<file path="config.mk">
export PLATFORM = sky130hd
export DESIGN_NAME = axil_reg_slave
export DESIGN_NICKNAME = d
export VERILOG_FILES = /design/src/rtl/axil_reg_slave.sv
export SDC_FILE = /design/constraint.sdc
export NUM_CORES = 1
export LEC_CHECK = 0
export BUFFER_PORTS_ARGS = -buffer_cell sky130_fd_sc_hd__buf_2
export CORE_AREA = 3 3 244 246
export CTS_CLUSTER_SIZE = 16
export DETAILED_ROUTE_END_ITERATION = 16
export DIE_AREA = 0 0 247 249
export GPL_ROUTABILITY_DRIVEN = 0
export GPL_TIMING_DRIVEN = 0
export PLACE_DENSITY = 0.73
export SYNTH_ARGS = -nofsm -noshare
export SYNTH_HDL_FRONTEND = slang
export SYNTH_SLANG_ARGS = --single-unit
export TNS_END_PERCENT = 1
</file>
<file path="constraint.sdc">
create_clock -name aclk -period 1.9 [get_ports aclk]
set_clock_uncertainty 0.1 [all_clocks]
set_input_delay 0.19 -clock aclk [delete_from_list [all_inputs] [get_ports aclk]]
set_output_delay 0.19 -clock aclk [all_outputs]
set_load 0.005 [all_outputs]
</file>
<file path="src/rtl/axil_reg_slave.sv">
// AXI4-Lite slave fronting a bank of read/write control registers.
// Independent write and read paths, one outstanding transaction each.
module axil_reg_slave #(
  parameter int ADDR_WIDTH = 8,
  parameter int DATA_WIDTH = 32,
  parameter int NUM_REGS   = 16
) (
  input  logic                           aclk,
  input  logic                           aresetn,
  input  logic [ADDR_WIDTH-1:0]          s_axil_awaddr,
  input  logic [2:0]                     s_axil_awprot,
  input  logic                           s_axil_awvalid,
  output logic                           s_axil_awready,
  input  logic [DATA_WIDTH-1:0]          s_axil_wdata,
  input  logic [DATA_WIDTH/8-1:0]        s_axil_wstrb,
  input  logic                           s_axil_wvalid,
  output logic                           s_axil_wready,
  output logic [1:0]                     s_axil_bresp,
  output logic                           s_axil_bvalid,
  input  logic                           s_axil_bready,
  input  logic [ADDR_WIDTH-1:0]          s_axil_araddr,
  input  logic [2:0]                     s_axil_arprot,
  input  logic                           s_axil_arvalid,
  output logic                           s_axil_arready,
  output logic [DATA_WIDTH-1:0]          s_axil_rdata,
  output logic [1:0]                     s_axil_rresp,
  output logic                           s_axil_rvalid,
  input  logic                           s_axil_rready,
  output logic [NUM_REGS*DATA_WIDTH-1:0] reg_q,
  output logic [NUM_REGS-1:0]            reg_wr_pulse
);

  localparam int STRB_WIDTH = DATA_WIDTH / 8;
  localparam int AL = $clog2(STRB_WIDTH);
  localparam int IW = ADDR_WIDTH - AL;
  localparam logic [1:0] OKAY = 2'b00;
  localparam logic [1:0] SLVERR = 2'b10;

  logic                  aw_full_q, aw_full_d;
  logic                  w_full_q, w_full_d;
  logic [IW-1:0]         aw_idx_q;
  logic [IW-1:0]         ar_idx;
  logic [DATA_WIDTH-1:0] wdata_q;
  logic [STRB_WIDTH-1:0] wstrb_q;
  logic                  awready_q, wready_q;
  logic                  bvalid_q, arready_q, rvalid_q;
  logic [1:0]            bresp_q, rresp_q;
  logic [DATA_WIDTH-1:0] rdata_q;
  logic [DATA_WIDTH-1:0] regs_q [NUM_REGS];
  logic [NUM_REGS-1:0]   pulse_q;

  logic                  aw_hs, w_hs, ar_hs, commit;
  logic                  wr_in_range, rd_in_range;
  logic [DATA_WIDTH-1:0] rd_val;
  logic                  unused;

  assign aw_hs  = s_axil_awvalid && awready_q;
  assign w_hs   = s_axil_wvalid && wready_q;
  assign ar_hs  = s_axil_arvalid && arready_q;
  assign commit = aw_full_q && w_full_q && !bvalid_q;

  assign ar_idx = s_axil_araddr[ADDR_WIDTH-1:AL];
  assign wr_in_range = 32'(aw_idx_q) < 32'(NUM_REGS);
  assign rd_in_range = 32'(ar_idx) < 32'(NUM_REGS);

  assign aw_full_d = commit ? 1'b0 : (aw_full_q || aw_hs);
  assign w_full_d  = commit ? 1'b0 : (w_full_q || w_hs);

  assign unused = ^{s_axil_awprot, s_axil_arprot,
                    s_axil_awaddr[AL-1:0], s_axil_araddr[AL-1:0]};

  // Out-of-range indices match no register, so they read as zero.
  always_comb begin
    rd_val = '0;
    for (int i = 0; i < NUM_REGS; i++) begin
      if (32'(ar_idx) == 32'(i)) rd_val = regs_q[i];
    end
  end

  always_ff @(posedge aclk or negedge aresetn) begin
    if (!aresetn) begin
      for (int i = 0; i < NUM_REGS; i++) regs_q[i] <= '0;
      pulse_q <= '0;
    end else begin
      pulse_q <= '0;
      if (commit && wr_in_range) begin
        for (int i = 0; i < NUM_REGS; i++) begin
          if (32'(aw_idx_q) == 32'(i)) begin
            pulse_q[i] <= 1'b1;
            for (int b = 0; b < STRB_WIDTH; b++) begin
              if (wstrb_q[b]) regs_q[i][b*8 +: 8] <= wdata_q[b*8 +: 8];
            end
          end
        end
      end
    end
  end

  always_ff @(posedge aclk or negedge aresetn) begin
    if (!aresetn) begin
      aw_full_q <= 1'b0;
      w_full_q  <= 1'b0;
      awready_q <= 1'b0;
      wready_q  <= 1'b0;
      aw_idx_q  <= '0;
      wdata_q   <= '0;
      wstrb_q   <= '0;
      bvalid_q  <= 1'b0;
      bresp_q   <= OKAY;
      arready_q <= 1'b0;
      rvalid_q  <= 1'b0;
      rdata_q   <= '0;
      rresp_q   <= OKAY;
    end else begin
      aw_full_q <= aw_full_d;
      w_full_q  <= w_full_d;
      awready_q <= !aw_full_d;
      wready_q  <= !w_full_d;
      if (aw_hs) aw_idx_q <= s_axil_awaddr[ADDR_WIDTH-1:AL];
      if (w_hs) begin
        wdata_q <= s_axil_wdata;
        wstrb_q <= s_axil_wstrb;
      end
      if (commit) begin
        bvalid_q <= 1'b1;
        bresp_q  <= wr_in_range ? OKAY : SLVERR;
      end else if (bvalid_q && s_axil_bready) begin
        bvalid_q <= 1'b0;
        bresp_q  <= OKAY;
      end
      if (ar_hs) begin
        rvalid_q  <= 1'b1;
        rdata_q   <= rd_val;
        rresp_q   <= rd_in_range ? OKAY : SLVERR;
        arready_q <= 1'b0;
      end else if (rvalid_q && s_axil_rready) begin
        rvalid_q  <= 1'b0;
        rdata_q   <= '0;
        rresp_q   <= OKAY;
        arready_q <= 1'b1;
      end else begin
        arready_q <= !rvalid_q;
      end
    end
  end

  for (genvar i = 0; i < NUM_REGS; i++) begin : g_out
    assign reg_q[i*DATA_WIDTH +: DATA_WIDTH] = regs_q[i];
  end

  assign s_axil_awready = awready_q;
  assign s_axil_wready  = wready_q;
  assign s_axil_bvalid  = bvalid_q;
  assign s_axil_bresp   = bresp_q;
  assign s_axil_arready = arready_q;
  assign s_axil_rvalid  = rvalid_q;
  assign s_axil_rdata   = rdata_q;
  assign s_axil_rresp   = rresp_q;
  assign reg_wr_pulse   = pulse_q;

endmodule
</file>
==> summary.txt, run 1 <==
Run status
  • Status: finished, violations left
  • Failing checks: hold timing, setup timing

Timing
  • Fin worst setup slack: -0.6453 ns
  • Final Cycle Share: 1.340
  • Final hold violations: 283
  • Peak Freq: 392.9 MHz
  • Hold_ws: -0.5976 ns
  • Slew at the pin closest to its max-slew limit: roughly 1.1 ns
  • RSZ-0062 raised after global routing: true
  • Setup Viol. Count Final: 532
  • Final period demand of the worst path: approximately 2.5 ns
  • Pins Over Slew Limit: 0
  • Slew Limit Headroom: 0.2630
  • Post-Route Setup TNS: -246.03 ns

Routing
  • Vias: 23763
  • Top sig layer: met5
  • Initial DRC count: 2588
  • Antenna-violating nets left: 0
  • Met2 wire len: 58420 microns
  • Routed WL: 134000 microns
  • Routed vias/inst: 6.500
  • WL met3: 17200 microns
  • Pre-antenna DRT Iters: 5
  • WL met1: between 40000 and 50000 microns
  • # DRC: 0
  • DR WL/cell: 36.64 microns

Synthesis
  • Sequential fraction of the synthesis area: 0.5760
  • Top cell type's share of synthesized area: 0.5760
  • Average cell area after synthesis: 13.19 sq um
  • Ys flop type: dfrtp_1
  • #FFs+latches synth: 611
  • Warnings from Yosys: 0
  • Post-Syn Instances: 2013
  • EDFF count, synth: 0
  • Area contributors post-synth: dfrtp_1 (58%), mux2_2 (23%), a22oi_1 (3.1%)
  • Distinct cells, synth: 65
  • Cell accounting for the most synthesized area: dfrtp_1
  • Mapped cell area: 26540 sq um
  • Ys async rst share: 1.000

Clocking
  • Htree depth: 3
  • Clock buffer depth: 3
  • Worst-Skew Late Latency: between 0.6 and 0.7 ns
  • Cts bufs inserted: 68
  • CTS clk-pin slew, worst paths: 0.07 ns
  • Clock root buffer: clkbuf_16
  • CTS tree: yes
  • Sink Count: 611

Worst setup path
  • Crit-path slowest cell: dfrtp_1
  • Worst setup EP type: register
  • CP arrival: 2.94 ns
  • CP max FO: 8
  • Worst Setup Start Kind: register
  • Worst EP required: 2.30 ns
  • Kind of critical path: register to register
  • CP Cell Sequence: nand3b_1, nor4_4, buf_4, nand2b_4, nor3b_4, buf_12, nand2_8, mux2_4
  • Slowest cell delay on critical path: approximately 0.4 ns

Global routing
  • Grt ovf: 0
  • Gr usage total: 0.4261
  • Initial antenna violation count: 15
  • Vias in the first global route: 23832
  • Largest net degree at the start of global routing: 128
  • Global-route wire length before repair: approximately 180000 microns

Die
  • I/O pins: 634
  • Core area: 57590 sq um
  • # rows: between 80 and 90
  • Starting density of the core: 0.4609
  • Die height: 249 microns
  • Die W: 247 microns
  • Die ar.: roughly 60000 sq um

Power
  • Total Power Consumption: 40.15 mW
  • PwrDens: 1119 nW/um^2
  • Pleak: 19.09 nW
  • Max rail drop VDD: 0.7595 mV

Hold path
  • Worst min path class: primary input to asynchronous set/reset pin

Layout
  • Layout area overhead: 35.16%
  • Fin util: 0.6230
  • Fin nets: 2896
  • Share of layout cells above drive strength 1: 0.5529
  • Post-Layout Cell Count: 3656

Run
  • Max Cap Viol: 0

Placed design
  • DP Cell Count: 3403
  • PortBufs: 619
  • HPWL after DPL: between 90000 and 100000 microns
[final timing paths]
| check | start | depth (start not counted) | endpoint | slack, ns |
|---|---|---|---|---|
| max in group asynchronous | aresetn | 4 | reg_q[174] | 0.36 |
| min | aresetn | 1 | reg_q[317] | -0.60 |
| max | s_axil_bvalid | 8 | reg_q[87] | -0.65 |
| min reg2reg | s_axil_rresp[1] | 2 | s_axil_rresp[1] | 0.38 |
| max reg2reg | s_axil_bvalid | 8 | reg_q[87] | -0.65 |
| min in group aclk | s_axil_araddr[5] | 4 | s_axil_rdata[23] | 0.07 |
[worst max-delay path, delay by kind of cell, from the launching register on]
kind                   cells  cell delay (ns)
buffers and inverters      2             0.40
muxes                      1             0.38
and+or+nand+nor            5             1.13
DFF                        1             0.40
[final cells by class]
| type | count | area (sq um) |
|---|---|---|
| Tap cell | 765 | 957.2 |
| Multi-Input combinational cell | 1276 | 11680 |
| Clock inverter | 26 | 331.6 |
| Clock buffer | 96 | 2009 |
| Inverter | 6 | 22.52 |
| Antenna cell | 8 | 20.02 |
| Fill cell | 4428 | 21710 |
| Timing Repair Buffer | 750 | 4713 |
| Sequential cell | 611 | 15290 |
| Buffer | 118 | 845.8 |
[Yosys cell counts, types with 4 or more instances]
library cell	instances
a221oi_1	27
nor2b_1	5
nor2_2	15
inv_1	6
a2111oi_0	7
nor3_1	15
nand3_1	42
mux2i_1	16
nand4_1	8
buf_2	34
mux2_1	5
o22a_1	13
nand2b_1	9
o221ai_1	23
a22oi_1	108
nand2_1	125
mux2_2	550
a211oi_1	4
clkbuf_1	78
o31ai_1	8
dfrtp_1	611
a22o_1	5
and2_1	5
a222oi_1	19
o21ai_0	38
a21oi_1	52
a32o_1	4
nor2_1	81
a31oi_1	5
o22ai_1	22
nor4_1	9
and3_1	15
buf_4	5
[logic make-up (layout without fill, tap and decap cells)]
group | after synthesis | count (layout) | share of synthesized area
AO/OA/AOI/OAI | 354 | 354 | 0.09791
XOR/XNOR | 1 | 1 | 0.0003300
buffers and inverters | 127 | 996 | 0.02055
flip-flops | 611 | 611 | 0.5760
multiplexers | 572 | 572 | 0.2423
other | 1 | 10 | 0.0001413
AND/OR/NAND/NOR | 347 | 347 | 0.06269
[sequential cells by signal, summed over array words and instances, names as in the netlist, 4 cells and up]
name and flops:
s_axil_rdata 32, reg_q 512, aw_idx_q 6, wstrb_q 4, wdata_q 32, reg_wr_pulse 16
[stage by stage]
stage	worst slack [ns]	area, sq um
CTS	-0.4870	35570
detailed placement	-2.286	30830
floorplan	-0.1462	26620
finish	-0.6453	35870
global placement	-11.69	30680
global route	-0.6942	35860
[layer usage]
metal | vias to the layer above | track usage
li1 | 9222 | -
met5 | - | 0
met2 | 1895 | 0.6327
met3 | 503 | 0.1553
met4 | 6 | 0.2635
met1 | 12137 | 0.5286
[what timing repair did]
item,CTS,global route
hold endpoints to repair,133,88
pin swaps,49,18
gates resized for setup,291,74
hold buffers,44,1
setup endpoints to repair,598,623
setup buffers,77,4
[placed cells by master (no fill, tap or decap), types with 36 or more instances in the layout]
master,n
nand2_1,65
dfrtp_1,609
clkbuf_16,71
nor2_4,42
a21oi_1,50
a22oi_1,108
clkbuf_1,49
buf_2,626
dlygate4sd3_1,45
nand3_1,40
nor2_1,53
mux2_2,542
buf_4,68
o21ai_0,36
[power breakdown]
group | total [mW] | internal [mW] | switching [mW]
clock network | 13.9 | 8.23 | 5.69
logic | 8.63 | 3.54 | 5.09
registers | 17.6 | 15.0 | 2.55
No activity file was read; power rests on OpenSTA's default activity.
==> inputs of run 2 (changes only) <==
CAP_MARGIN = 20   (was default)
GPL_ROUTABILITY_DRIVEN = default   (was 0)
PLACE_DENSITY = 0.7   (was 0.73)
clock period = 2.98 ns   (was 1.9 ns; I/O delays follow)
==> run 2 against run 1 <==
  * The flow finishes with violations (setup timing)
  * Fmax decreased by 21%
  * Flip-flop and latch count unchanged
  * Total power decreased by 38%
  * Setup slack improved by 0.42 ns
  * Clock-buffer cell count increased by 2
  * Global-route usage decreased by 0.89 points
  * Critical endpoint is now reg_q[487]
  * Largest cell class unchanged
  * Largest power group unchanged
==> summary.txt, run 2 (same netlist as run 1, synthesis figures left out) <==
Timing
  • Fin worst setup slack: -0.2258 ns (+0.4196 ns)
  • Setup Viol. Count Final: 156 (-71%)
  • Final period demand of the worst path: 3.206 ns (+0.6604 ns)
  • Final hold violations: 0 (-100%)
  • Peak Freq: 311.9 MHz (-21%)
  • RSZ-0062 raised after global routing: true
  • Hold_ws: 0.1408 ns (+0.7384 ns)
  • Slew Limit Headroom: 0.1593 (-0.1037)
  • Final Cycle Share: 1.076 (-0.2639)
  • Post-Route Setup TNS: -10.12 ns (+235.91 ns)
  • Slew at the pin closest to its max-slew limit: 1.261 ns (+0.1556 ns)
  • Pins Over Slew Limit: 0 (unchanged)

Power
  • Pleak: 18.11 nW (-5.1%)
  • PwrDens: 729.0 nW/um^2 (-35%)
  • Max rail drop VDD: 0.5949 mV (-22%)
  • Total Power Consumption: 24.80 mW (-38%)

Global routing
  • Gr usage total: 0.4172 (-0.008932)
  • Layer with the highest usage: met2
  • Grt ovf: 0 (unchanged)
  • GR Util met2: 0.6254 (-0.007264)
  • Met3 Use GR: 0.1438 (-0.01152)
  • Largest net degree at the start of global routing: 120 (-6.3%)
  • Vias in the first global route: 22689 (-4.8%)
  • Initial antenna violation count: 9 (-6)
  • Global-route wire length before repair: 178100 microns (-2.6%)
  • Met1 usage: 0.5285 (about the same)

Die
  • I/O pins: 634 (unchanged)
  • Core area: 57590 sq um (unchanged)
  • Die W: 247 microns (unchanged)
  • Starting density of the core: 0.4609 (unchanged)
  • # rows: 88 (unchanged)
  • Die height: 249 microns (unchanged)
  • Die ar.: 61500 sq um (unchanged)

Routing
  • DR WL/cell: 36.57 microns (-0.21%)
  • Initial DRC count: 2612 (+0.93%)
  • # DRC: 0 (unchanged)
  • Pre-antenna DRT Iters: 6 (+1)
  • Routed WL: 131400 microns (-1.9%)
  • Vias: 23267 (-2.1%)
  • Routed vias/inst: 6.476 (-0.37%)
  • Antenna-violating nets left: 0 (unchanged)

Placed design
  • DP Cell Count: 3429 (+0.76%)
  • PortBufs: 619 (unchanged)
  • RePlAce Congestion: 0.9688
  • HPWL after DPL: 95760 microns (+3.4%)

Run
  • Max Cap Viol: 0 (unchanged)

Worst setup path
  • Worst path bufs/invs: 0 (-2)
  • Worst EP required: 3.36 ns (+1.06 ns)
  • CP max FO: 8 (unchanged)
  • Crit-path leading delay family: simple AND/OR/NAND/NOR gates
  • Kind of critical path: register to register
  • Slowest cell delay on critical path: 0.57 ns (+0.17 ns)
  • Crit-path slowest cell: nor3_4
  • CP arrival: 3.58 ns (+0.64 ns)
  • Worst setup EP type: register
  • CP Cell Sequence: nand3b_1, nor3_4, nand3_1, nor2_2, nand2_1, mux2_2
  • Worst Setup Start Kind: register

Layout
  • Most frequent cells in the layout: buf_2 (652), dfrtp_1 (611), mux2_2 (550)
  • Post-Layout Cell Count: 3593 (-1.7%)
  • Share of layout cells above drive strength 1: 0.5027 (-0.05024)
  • Layout area overhead: 28.17%
  • Commonest non-fill, non-tap cell in the layout: buf_2
  • Fin nets: 2845 (-1.8%)
  • Max FFs per register: 512 (unchanged)

Run status
  • Failing checks: setup timing
  • Status: finished, violations left

Clocking
  • Clock root buffer: clkbuf_16
  • Clock buffer depth: 3 (unchanged)
  • Htree depth: 3 (unchanged)
  • CTS clk-pin slew, worst paths: 0.06 ns (about the same)
  • CTS tree: yes
  • Cts bufs inserted: 66 (-2.9%)
  • Sink Count: 611 (unchanged)
  • Worst-Skew Late Latency: 0.60 ns (-0.02 ns)

Hold path
  • Worst min path class: primary input to asynchronous set/reset pin
==> run 2: cell types whose count changed in the layout (fill, tap and decap cells not counted), moves of 34 or more <==
cell,previous run,this run
nand2_1,65,105
nand2_4,35,0
buf_12,35,0
buf_4,68,11
nor2_4,42,8
clkbuf_1,49,90
==> run 2: worst reg2reg max path: cells and delay by family, from the launching register on <==
kind / cells / cell delay [ns]
flops: 1 / 0.41
simple gates: 5 / 2.16
mux: 1 / 0.42
==> run 2: where the power goes <==
| group | leakage, nW | switching (mW) | internal, mW |
|---|---|---|---|
| logic | 8.62 | 3.02 | 2.09 |
| registers | 8.40 | 1.56 | 9.59 |
| clock network | 1.09 | 3.42 | 5.13 |
| total | 18.1 | 7.99 | 16.8 |
==> run 2: per-layer routing <==
layer  up-vias  wire (microns)
met5         -              23
met4         4            8499
met3       383           16610
met2      1726           58090
met1     12079           48160
li1       9075               -
==> run 2: final timing paths <==
check / from / to / slack, ns / cells after the start
min reg2reg: s_axil_rresp[1] / s_axil_rresp[1] / 0.38 / 2
max in group asynchronous: aresetn / reg_q[397] / 1.04 / 4
max: s_axil_bvalid / reg_q[487] / -0.23 / 6
min: aresetn / reg_q[221] / 0.14 / 2
max reg2reg: s_axil_bvalid / reg_q[487] / -0.23 / 6
min in group aclk: s_axil_araddr[5] / s_axil_rdata[23] / 0.19 / 4
==> run 2: layout make-up <==
class,count,area (sq um)
Clock buffer,98,1988
Multi-Input combinational cell,1276,10890
Timing Repair Buffer,698,4109
Buffer,121,528.0
Antenna cell,3,7.507
Tap cell,765,957.2
Inverter,6,22.52
Clock inverter,15,229.0
Sequential cell,611,15290
Fill cell,4712,23570
==> run 2: through the flow <==
step / util / cell area [sq um] / worst slack, ns
2_1_floorplan: - / 26550 / 0.8658
3_3_place_gp: 0.5314 / 30600 / -10.77
3_5_place_dp: 0.5406 / 31130 / -0.8652
4_1_cts: 0.5886 / 33900 / -0.1681
5_1_grt: 0.5907 / 34010 / -0.2103
6_report: 0.5908 / 34020 / -0.2258
==> run 2: repair_timing <==
item,CTS,global route
endpoints found under the setup margin,415,288
endpoints found under the hold margin,99,0
gates resized for setup,35,25
pin swaps,0,1
setup buffers,0,1
hold buffers,45,0
==> inputs of run 3 (changes only) <==
RECOVER_POWER = 100   (was default)
==> run 3 against run 2 <==
  * Critical path depth is the same
  * Combinational power fell by 4%
  * Sequential share of layout area rose by 0.68 points
  * Fmax up 1.0%
  * Cell count barely moved
  * Sequential power hardly changed
  * Critical endpoint unchanged
  * The run ends with capacitance limit, slew limit, setup timing left
  * Highest routed layer unchanged
  * Clock-buffer cell count did not move
  * Global-route usage did not move
  * Flip-flop and latch count unchanged
==> summary.txt, run 3 (same netlist as run 1, synthesis figures left out) <==
Die
  • # rows: 88 (unchanged)
  • Starting density of the core: 0.4609 (unchanged)
  • Core area: 57590 sq um (unchanged)
  • Die ar.: 61500 sq um (unchanged)
  • Die W: 247 microns (unchanged)
  • Die height: 249 microns (unchanged)
  • I/O pins: 634 (unchanged)

Timing
  • RSZ-0062 raised after global routing: true
  • Peak Freq: 315.1 MHz (+1.0%)
  • Fin worst setup slack: -0.1935 ns (+0.03229 ns)
  • Final period demand of the worst path: 3.173 ns (-0.03229 ns)
  • Pins Over Slew Limit: 55 (+55)
  • Final Cycle Share: 1.065 (-0.01083)
  • Setup Viol. Count Final: 138 (-12%)
  • Slew at the pin closest to its max-slew limit: 1.562 ns (+0.3012 ns)
  • Hold_ws: 0.1924 ns (+0.05163 ns)
  • Slew Limit Headroom: -0.04151 (-0.2008)
  • Final hold violations: 0 (unchanged)

Clocking
  • CTS tree: yes
  • CTS clk-pin slew, worst paths: 0.06 ns (about the same)
  • Cts bufs inserted: 66 (unchanged)
  • Sink Count: 611 (unchanged)
  • Worst-Skew Late Latency: 0.61 ns (about the same)
  • Clock buffer depth: 3 (unchanged)
  • Htree depth: 3 (unchanged)
  • Clock root buffer: clkbuf_16

Routing
  • Routed vias/inst: 6.449 (-0.41%)
  • Vias: 23184 (-0.36%)
  • Pre-antenna DRT Iters: 9 (+3)
  • Antenna-violating nets left: 0 (unchanged)
  • Routed WL: 131400 microns (about the same)
  • # DRC: 0 (unchanged)
  • DR WL/cell: 36.56 microns (about the same)
  • Initial DRC count: 2653 (+1.6%)

Layout
  • Fin util: 0.5820 (-0.008756)
  • Most frequent cells in the layout: dfrtp_1 (611), mux2_2 (550), clkbuf_1 (474)
  • Commonest non-fill, non-tap cell in the layout: dfrtp_1
  • Layout area overhead: 26.27%
  • Post-Layout Cell Count: 3595 (+0.056%)
  • Fin nets: 2845 (unchanged)
  • Share of layout cells above drive strength 1: 0.3660 (-0.1366)
  • Max FFs per register: 512 (unchanged)

Power
  • Total Power Consumption: 24.63 mW (-0.67%)
  • Max rail drop VDD: 0.5948 mV (about the same)
  • PwrDens: 734.9 nW/um^2 (+0.82%)
  • Pleak: 16.42 nW (-9.3%)

Worst setup path
  • Worst path bufs/invs: 0 (unchanged)
  • Crit-path slowest cell: nor3_4
  • CP arrival: 3.55 ns (-0.03 ns)
  • Worst Setup Start Kind: register
  • CP Cell Sequence: nand3b_1, nor3_4, nand3_1, nor2_2, nand2_1, mux2_2
  • CP max FO: 8 (unchanged)
  • Slowest cell delay on critical path: 0.55 ns (-0.02 ns)
  • Crit-path leading delay family: simple AND/OR/NAND/NOR gates
  • Kind of critical path: register to register
  • Worst setup EP type: register
  • Worst EP required: 3.36 ns (about the same)

Global routing
  • Gr usage total: 0.4172 (unchanged)
  • Largest net degree at the start of global routing: 120 (unchanged)
  • Vias in the first global route: 22689 (unchanged)
  • Global-route wire length before repair: 178100 microns (unchanged)
  • Grt ovf: 0 (unchanged)
  • Initial antenna violation count: 9 (unchanged)

Hold path
  • Worst min path class: primary input to register

Placed design
  • RePlAce Congestion: 0.9688 (unchanged)
  • DP Cell Count: 3429 (unchanged)
  • HPWL after DPL: 95760 microns (unchanged)
  • Setup Slack @ Placement: -0.8652 ns (unchanged)
  • PortBufs: 619 (unchanged)

Run status
  • Failing checks: capacitance limit, slew limit, setup timing
  • Status: finished, violations left

Run
  • Max Cap Viol: 1 (+1)
run 3: cell count changes in the layout (fill, tap and decap cells not counted), sizes merged:
cell    delta
buf      -385
clkbuf   +385
diode      +2
run 3: path summary, 6_finish.rpt:
kind	slack [ns]	start	end	depth (start not counted)
worst max-delay path	-0.19	s_axil_bvalid	reg_q[487]	6
min in group asynchronous	0.54	aresetn	reg_q[217]	2
worst max register to register	-0.19	s_axil_bvalid	reg_q[487]	6
worst min-delay path	0.19	s_axil_araddr[5]	s_axil_rdata[23]	4
max in group asynchronous	0.36	aresetn	reg_q[105]	4
worst min register to register	0.39	s_axil_rresp[1]	s_axil_rresp[1]	2
run 3: where the power goes:
part | internal [mW] | switching, mW
sequential | 9.59 | 1.57
clock | 5.13 | 3.42
combinational | 1.91 | 3.02
run 3: layer usage:
metal | vias to the layer above | track usage | share of wire
met4 | 2 | 0.2321 | 0.067
met1 | 11995 | 0.5285 | 0.37
li1 | 9092 | - | -
met2 | 1715 | 0.6254 | 0.44
met5 | - | 0 | 0.000076
met3 | 380 | 0.1438 | 0.13
run 3: worst register-to-register path, stage by stage, from the launching register on:
cell and delay, ns:
dfrtp_1 0.41, nand3b_1 0.28, nor3_4 0.55, nand3_1 0.26, nor2_2 0.55, nand2_1 0.50
mux2_2 0.42
run 3: metrics by stage:
| stage | TNS [ns] | cell area [sq um] |
|---|---|---|
| CTS | -4.160 | 33900 |
| global placement | -6623.98 | 30600 |
| floorplan | 0 | 26550 |
| global route | -16.63 | 33500 |
| detailed placement | -91.42 | 31130 |
| finish | -8.827 | 33510 |
run 3: timing repair:
action,in CTS,in global routing
endpoints found under the hold margin,99,0
setup endpoints to repair,415,288
setup buffers,0,1
gates resized for setup,35,25
hold buffers,45,0
pin swaps,0,1
run 3: layout make-up:
type,instances,area (sq um)
fillers,4920,24070
flip-flops and latches,611,15290
multi-input cells,1276,10890
repair buffers,698,3600
clock buffers,98,1988
well taps,765,957.2
plain buffers,121,528.0
clock inverters,15,229.0
inverters,6,22.52
diodes,5,12.51
